[config.mk]
export PLATFORM = sky130hd
export DESIGN_NAME = io_port_flat
export DESIGN_NICKNAME = d
export VERILOG_FILES = /design/src/rtl/io_port_if.sv /design/src/rtl/io_port.sv /design/src/flat_wrapper.sv
export SDC_FILE = /design/constraint.sdc
export NUM_CORES = 1
export LEC_CHECK = 0
export CAP_MARGIN = 15
export CORE_AREA = 2 2 88 90
export DETAILED_ROUTE_END_ITERATION = 12
export DIE_AREA = 0 0 90 92
export GPL_TIMING_DRIVEN = 0
export PLACE_DENSITY = 0.72
export SLEW_MARGIN = 20
export SYNTH_ARGS = -nofsm -noshare
export SYNTH_HDL_FRONTEND = slang
export SYNTH_SLANG_ARGS = --single-unit
[constraint.sdc]
create_clock -name clk -period 2.52 [get_ports clk]
set_clock_uncertainty 0.05 [all_clocks]
set_input_delay 0.504 -clock clk [delete_from_list [all_inputs] [get_ports clk]]
set_output_delay 0.504 -clock clk [all_outputs]
set_load 0.01 [all_outputs]
[src/rtl/io_port_if.sv]
// Handshake bundle for io_port: external input stream, consumer side of the input
// FIFO, register-file output strobe and external output stream.
interface io_port_if #(
    parameter int unsigned WIDTH = 16
) ();
    logic [WIDTH-1:0] ext_in_data;
    logic             ext_in_valid;
    logic             ext_in_ready;
    logic             input_valid;
    logic             input_ready;
    logic [WIDTH-1:0] in_data;
    logic             output_valid;
    logic [WIDTH-1:0] out_din;
    logic [WIDTH-1:0] ext_out_data;
    logic             ext_out_valid;
    logic             ext_out_ready;

    // io_port side
    modport slave (
        input  ext_in_data, ext_in_valid, input_ready, output_valid, out_din, ext_out_ready,
        output ext_in_ready, input_valid, in_data, ext_out_data, ext_out_valid
    );

    // environment side (sources, control unit, sink)
    modport master (
        output ext_in_data, ext_in_valid, input_ready, output_valid, out_din, ext_out_ready,
        input  ext_in_ready, input_valid, in_data, ext_out_data, ext_out_valid
    );
endinterface

[src/rtl/io_port.sv]
// IO port: DEPTH-entry input FIFO plus a one-word output holding register.
// Optional sticky overflow flags with clear input when IO_OVERFLOW_FLAG_EN is defined.
module io_port #(
    parameter int unsigned DEPTH = 4,
    parameter int unsigned WIDTH = 16
) (
    input  logic       clk,
    input  logic       rst,
`ifdef IO_OVERFLOW_FLAG_EN
    output logic [1:0] overflow,
    input  logic       overflow_clr,
`endif
    io_port_if.slave   bus
);
    localparam int unsigned AW = $clog2(DEPTH);

    typedef logic [AW:0] ptr_t;
    typedef enum logic {OUT_EMPTY, OUT_HELD} out_state_t;

    ptr_t             wptr_q, wptr_d;
    ptr_t             rptr_q, rptr_d;
    logic [WIDTH-1:0] mem_q [DEPTH];
    logic             full, empty, push, pop;

    out_state_t       out_state_q;
    logic [WIDTH-1:0] out_data_q;

    // Pointers carry one extra wrap bit so full and empty stay distinguishable.
    always_comb begin
        full   = (wptr_q[AW] != rptr_q[AW]) && (wptr_q[AW-1:0] == rptr_q[AW-1:0]);
        empty  = (wptr_q == rptr_q);
        push   = bus.ext_in_valid && !full;
        pop    = bus.input_ready && !empty;
        wptr_d = push ? wptr_q + 1'b1 : wptr_q;
        rptr_d = pop  ? rptr_q + 1'b1 : rptr_q;
    end

    always_ff @(posedge clk) begin
        if (rst) begin
            wptr_q <= '0;
            rptr_q <= '0;
        end else begin
            wptr_q <= wptr_d;
            rptr_q <= rptr_d;
        end
    end

    always_ff @(posedge clk) begin
        if (!rst && push) begin
            mem_q[wptr_q[AW-1:0]] <= bus.ext_in_data;
        end
    end

    assign bus.ext_in_ready = !full;
    assign bus.input_valid  = !empty;
    assign bus.in_data      = mem_q[rptr_q[AW-1:0]];

    always_ff @(posedge clk) begin
        if (rst) begin
            out_state_q <= OUT_EMPTY;
            out_data_q  <= '0;
        end else begin
            case (out_state_q)
                OUT_EMPTY: begin
                    if (bus.output_valid) begin
                        out_data_q  <= bus.out_din;
                        out_state_q <= OUT_HELD;
                    end
                end
                OUT_HELD: begin
                    // A strobe arriving while the sink stalls is dropped.
                    if (bus.ext_out_ready) begin
                        if (bus.output_valid) begin
                            out_data_q <= bus.out_din;
                        end else begin
                            out_state_q <= OUT_EMPTY;
                        end
                    end
                end
                default: out_state_q <= OUT_EMPTY;
            endcase
        end
    end

    assign bus.ext_out_valid = (out_state_q == OUT_HELD);
    assign bus.ext_out_data  = out_data_q;

`ifdef IO_OVERFLOW_FLAG_EN
    logic       drop;
    logic [1:0] ovf_q, ovf_d;

    // Set events take priority over a same-cycle clear.
    always_comb begin
        drop  = (out_state_q == OUT_HELD) && bus.output_valid && !bus.ext_out_ready;
        ovf_d = overflow_clr ? 2'b00 : ovf_q;
        if (bus.ext_in_valid && full) begin
            ovf_d[0] = 1'b1;
        end
        if (drop) begin
            ovf_d[1] = 1'b1;
        end
    end

    always_ff @(posedge clk) begin
        if (rst) begin
            ovf_q <= '0;
        end else begin
            ovf_q <= ovf_d;
        end
    end

    assign overflow = ovf_q;
`endif
endmodule

[src/flat_wrapper.sv]
// flat-port wrapper written by rule: the top's interface ports become plain ports
module io_port_flat 
#(
    parameter int unsigned DEPTH = 4,
    parameter int unsigned WIDTH = 16
)
  (clk, rst, bus_ext_in_data, bus_ext_in_valid, bus_input_ready, bus_output_valid, bus_out_din, bus_ext_out_ready, bus_ext_in_ready, bus_input_valid, bus_in_data, bus_ext_out_data, bus_ext_out_valid);
  io_port_if #(.WIDTH(WIDTH)) bus_i ();
  input  logic clk;
  input  logic rst;
  input wire logic [$bits(bus_i.ext_in_data)-1:0] bus_ext_in_data;
  input wire logic [$bits(bus_i.ext_in_valid)-1:0] bus_ext_in_valid;
  input wire logic [$bits(bus_i.input_ready)-1:0] bus_input_ready;
  input wire logic [$bits(bus_i.output_valid)-1:0] bus_output_valid;
  input wire logic [$bits(bus_i.out_din)-1:0] bus_out_din;
  input wire logic [$bits(bus_i.ext_out_ready)-1:0] bus_ext_out_ready;
  output wire logic [$bits(bus_i.ext_in_ready)-1:0] bus_ext_in_ready;
  output wire logic [$bits(bus_i.input_valid)-1:0] bus_input_valid;
  output wire logic [$bits(bus_i.in_data)-1:0] bus_in_data;
  output wire logic [$bits(bus_i.ext_out_data)-1:0] bus_ext_out_data;
  output wire logic [$bits(bus_i.ext_out_valid)-1:0] bus_ext_out_valid;
  assign bus_i.ext_in_data = bus_ext_in_data;
  assign bus_i.ext_in_valid = bus_ext_in_valid;
  assign bus_i.input_ready = bus_input_ready;
  assign bus_i.output_valid = bus_output_valid;
  assign bus_i.out_din = bus_out_din;
  assign bus_i.ext_out_ready = bus_ext_out_ready;
  assign bus_ext_in_ready = bus_i.ext_in_ready;
  assign bus_input_valid = bus_i.input_valid;
  assign bus_in_data = bus_i.in_data;
  assign bus_ext_out_data = bus_i.ext_out_data;
  assign bus_ext_out_valid = bus_i.ext_out_valid;
  io_port #(.DEPTH(DEPTH), .WIDTH(WIDTH)) u_core (.clk(clk), .rst(rst), .bus(bus_i));
endmodule
-- Yosys cells after proc, flatten, opt, wreduce, memory -nomap -nowiden
Memories as Yosys holds them, arrays and structs flattened. A register that Yosys moved wholly into a read port is not among the register bits.
Index checks and enable logic that the tools add are counted.
W data, S select, Z words.
- register bits after elaboration: 23
- RAM bits: 64
- bits of input ports: 38
- output and inout bits: 35
- word-level logic and storage cells: 29
- memories: 1
- add/sub/neg operators: 2
- equality and inequality tests: 4
- muxes and demuxes: 10
- bitwise gates (word level): 1
- reductions and logical operators: 7
- memories (memory ; words ; bits a word ; rd ports ; clocked after Yosys merged registers in ; write ports ; line ; RTL):
    u_core.mem_q ; 4 ; 16 ; 1 ; 1 ; 1 ; io_port.sv:22 ; logic [WIDTH-1:0] mem_q [DEPTH];
- operators with widths (kind ; number):
    $mux W16 ; 2
    $pmux W16 S2 ; 1
    $add A3 B1 Y3 const B ; 2
    $logic_and A1 B1 Y1 ; 4
    $mux W1 ; 4
    $mux W2 ; 2
    $eq A3 B3 Y1 ; 1
    $logic_not A1 Y1 ; 3
    $eq A2 B2 Y1 ; 1
    $ne A2 B2 Y1 const B ; 1
    $pmux W1 S2 ; 1
    $ne A1 B1 Y1 ; 1
    $not A1 Y1 ; 1

-- Depth between registers and ports, before layout
- word-level depth: 7
- mapped depth: 5
- gate-level depth less buffers: 4

-- Least setup slack after synthesis
OpenSTA, ideal clock, no wires.
- path kind: register to output
- start: reg (tool-made name)
- end: out bus_in_data[0]
- arrival: 1.281 ns
- data required time: 1.966 ns
- path slack: 0.685 ns
- stages on the path, launching flop included: 4
- buffers on the path: 2
- cell sequence: dfxtp_1 > buf_2 > buf_4 > mux4_2
- RTL lines (element ; line ; RTL):
    to (decl) ; flat_wrapper.sv:19 ; output wire logic [$bits(bus_i.in_data)-1:0] bus_in_data;

==> summary.txt <==
Floorplanning
  – Die area: 0.00828 mm^2
  – Core area: 0.00745 mm^2
  – Chip Height: 92 um
  – Num ports: 73
  – DIE WIDTH: 90 um
  – Num rows: 32
  – Initial Util: 0.475

Placement
  – DP HPWL: 4.42 mm
  – Port Buffer Count: 71
  – Placed instance area: 0.00437 mm^2
  – GPL Wtd Cong: 0.730
  – Pre-CTS WS: -0.213 ns

Hold path
  – WHS Path Cells: 2
  – Hold Crit Class: reg -> reg
  – WHS Endpoint: u_core.bus.ext_out_data[3]
  – Hold Startpoint: u_core.bus.ext_out_data[3]

Synth
  – Async SR Flop Fraction: 0
  – Post-synth cell types: 27
  – Synthesized area per cell: 15.2 um^2
  – Flops & latches, synth: 89
  – Synth Net Count: 276
  – Sequential fraction of the synthesis area: 0.685
  – Post-synth EDFFs: 64
  – Synthesized area: 0.00353 mm^2
  – Prevailing post-synth register cell: edfxtp_1
  – Synth Warn #: 0
  – Cells after synthesis: 233

Setup path
  – Startpoint Class: flop
  – Critical path depth in cells: 3
  – Critical path cell sequence: buf_6 > mux4_2 > clkdlybuf4s50_1
  – Crit-path max FO: 7
  – Data required, critical path: 1.97 ns
  – Reg-to-reg slack, setup: 0.26 ns
  – Cells on worst reg2reg path: 3
  – RR Endpoint: u_core.mem_q[0][3]
  – Worst Path Buf+Inv: 2
  – Worst Path Arrival: 1.86 ns
  – Setup crit end kind: primary output
  – Crit-path leading delay family: buffers and inverters
  – Slowest cell on crit path: mux4_2
  – R2R Path Start: u_core.wptr_q[0]
  – Class of the most critical setup path: reg -> out
  – Crit-path max cell delay: 0.53 ns

CTS
  – Largest buffer count on any clock path: 2
  – Hold buffer count at CTS: 0
  – Clk pin slew, worst setup/hold paths: 0.09 ns
  – Clk Latency, worst-skew pair: 0.34 ns
  – Post-CTS setup buffer count: 0
  – H-tree levels: 3
  – CTS sink count: 89
  – CTS buffer count: 9
  – CTS tree: done
  – Root buf cell: clkbuf_8

Detailed routing
  – Vias/cell: 5.26
  – Detailed Route Iter0 Violations: 70
  – Vias post-DR: 2213
  – Residual DRC: 0
  – Routed WL per cell: 15.8 um
  – Pre-Repair DR Iteration Count: 4
  – Final WL: 6.66 mm
  – Routed Antenna Nets: 0

Layout
  – Ratio of cells with drive above 1 in the final layout: 0.135
  – Leading cell type in the layout, fill and taps excluded: edfxtp_1
  – Commonest cells after routing, fill and taps aside: 64 x edfxtp_1, 61 x clkdlybuf4s50_1, 25 x nand3_1, 25 x dfxtp_1, 21 x o21ai_0
  – Fin util: 0.618
  – Nets: 357
  – N_diodes: 0
  – Synthesis-to-finish area growth: 30.3%
  – Final Cell Area: 0.00460 mm^2

Timing
  – Tcrit/Tclk final: 0.957
  – Slew @ Worst Pin: 0.846 ns
  – Hold Slack: 0.430 ns
  – Final Critical Period: 2.41 ns
  – Headroom to the max-slew limit: 0.436
  – Final Max Tran Viols: 0
  – Final hold violation count: 0
  – PnR worst setup slack: 0.109 ns
  – Peak Freq: 415 MHz
  – Setup Viol. Count Final: 0
  – Unrepaired setup endpoints after global routing: no

Pwr
  – Worst IR Drop VDD: 0.000355 V
  – PD cells: 805 mW/mm^2
  – Static Leak: 1.55 nW
  – Final Total Pwr: 3.71 mW

Global route
  – Gr usage total: 0.168
  – Vias in the first global route: 2236
  – First-pass GRT wire length: 10.9 mm
  – GRT Residual Overflow: 0
  – Antenna violations before repair: 0
  – Largest net degree at the start of global routing: 17

Run
  – Maximum Capacitance Violations: 0

Outcome
  – Status: finished clean
## kinds of logic (layout without fill, tap and decap cells)
family,after synthesis,count (layout),synth area share
simple gates,48,48,0.0765
compound gates,48,48,0.0740
flops,89,89,0.685
fa+ha+maj,5,5,0.0177
xor+xnor,6,6,0.0191
mux,16,16,0.102
buf+inv,21,107,0.0255
## layout make-up
type	instances	area [um^2]
clock inverters	7	76.3
plain buffers	15	88.8
fillers	601	2840
flip-flops and latches	89	2420
well taps	102	128
inverters	5	18.8
clock buffers	9	124
multi-input cells	123	1050
repair buffers	71	698
## layer usage
| layer | track usage | vias to the layer above | wire length [um] |
|---|---|---|---|
| met4 | 0.0436 | 0 | 57 |
| li1 | - | 1072 | - |
| met2 | 0.268 | 70 | 3100 |
| met3 | 0.0567 | 8 | 468 |
| met1 | 0.223 | 1063 | 3030 |
| met5 | 0 | - | 0 |
## synthesized netlist by cell type, drive strengths merged, types with 2 or more instances
library cell,number,area [um^2]
a21oi,19,95.1
a31oi,2,12.5
a41oi,2,17.5
and3,5,31.3
buf,8,41.3
clkbuf,8,30.0
dfxtp,25,500
edfxtp,64,1920
ha,5,62.6
inv,5,18.8
mux4,16,360
nand2,3,11.3
nand3,25,125
nand4,5,31.3
nor2b,4,25.0
nor3b,4,30.0
o211ai,2,15.0
o21ai,21,105
xnor2,3,41.3
xor2,3,26.3
## flip-flops by register name, summed over array words and instances, names as in the netlist, named ones only
| signal | cells |
|---|---|
| u_core.mem_q | 64 |
| u_core.bus.ext_out_data | 16 |
| u_core.rptr_q | 3 |
| u_core.wptr_q | 3 |
| u_core.bus.ext_out_valid | 1 |
## stage by stage
stage / std cells / TNS, ns
after CTS: 421 / 0
after global placement: 406 / -9.68
final: 421 / 0
after global routing: 421 / 0
after detailed placement: 406 / -12.37
after floorplan: 233 / 0
## how the worst max path moves through the flow
stage | end | slack, ns
6_report | bus_in_data[8] | 0.11
5_1_grt | bus_input_valid | 0.02
4_1_cts | bus_ext_in_ready | 0.05
3_5_place_dp | u_core.mem_q[1][5] | -0.21
3_3_place_gp | u_core.mem_q[1][5] | -0.16
2_1_floorplan | bus_in_data[0] | 0.69
## worst register-to-register path: cells and delay by family (launching register included)
family                    cells  cell delay, ns
and+or+nand+nor               1            0.77
AOI/OAI and AO/OA             1            0.33
xor gates and xnor gates      1            0.22
DFF                           1            0.51
## power breakdown
| part | switching [mW] | internal [mW] |
|---|---|---|
| sequential | 0.0601 | 1.67 |
| combinational | 0.454 | 0.558 |
| clock | 0.503 | 0.465 |
## what timing repair did
| action | CTS | global route |
|---|---|---|
| endpoints found under the setup margin | 15 | 2 |
| resized for setup | 16 | 3 |
| hold endpoints to repair | 0 | 0 |
| pin swaps | 0 | 0 |
Note: power is estimated with default switching activity, not from simulation.
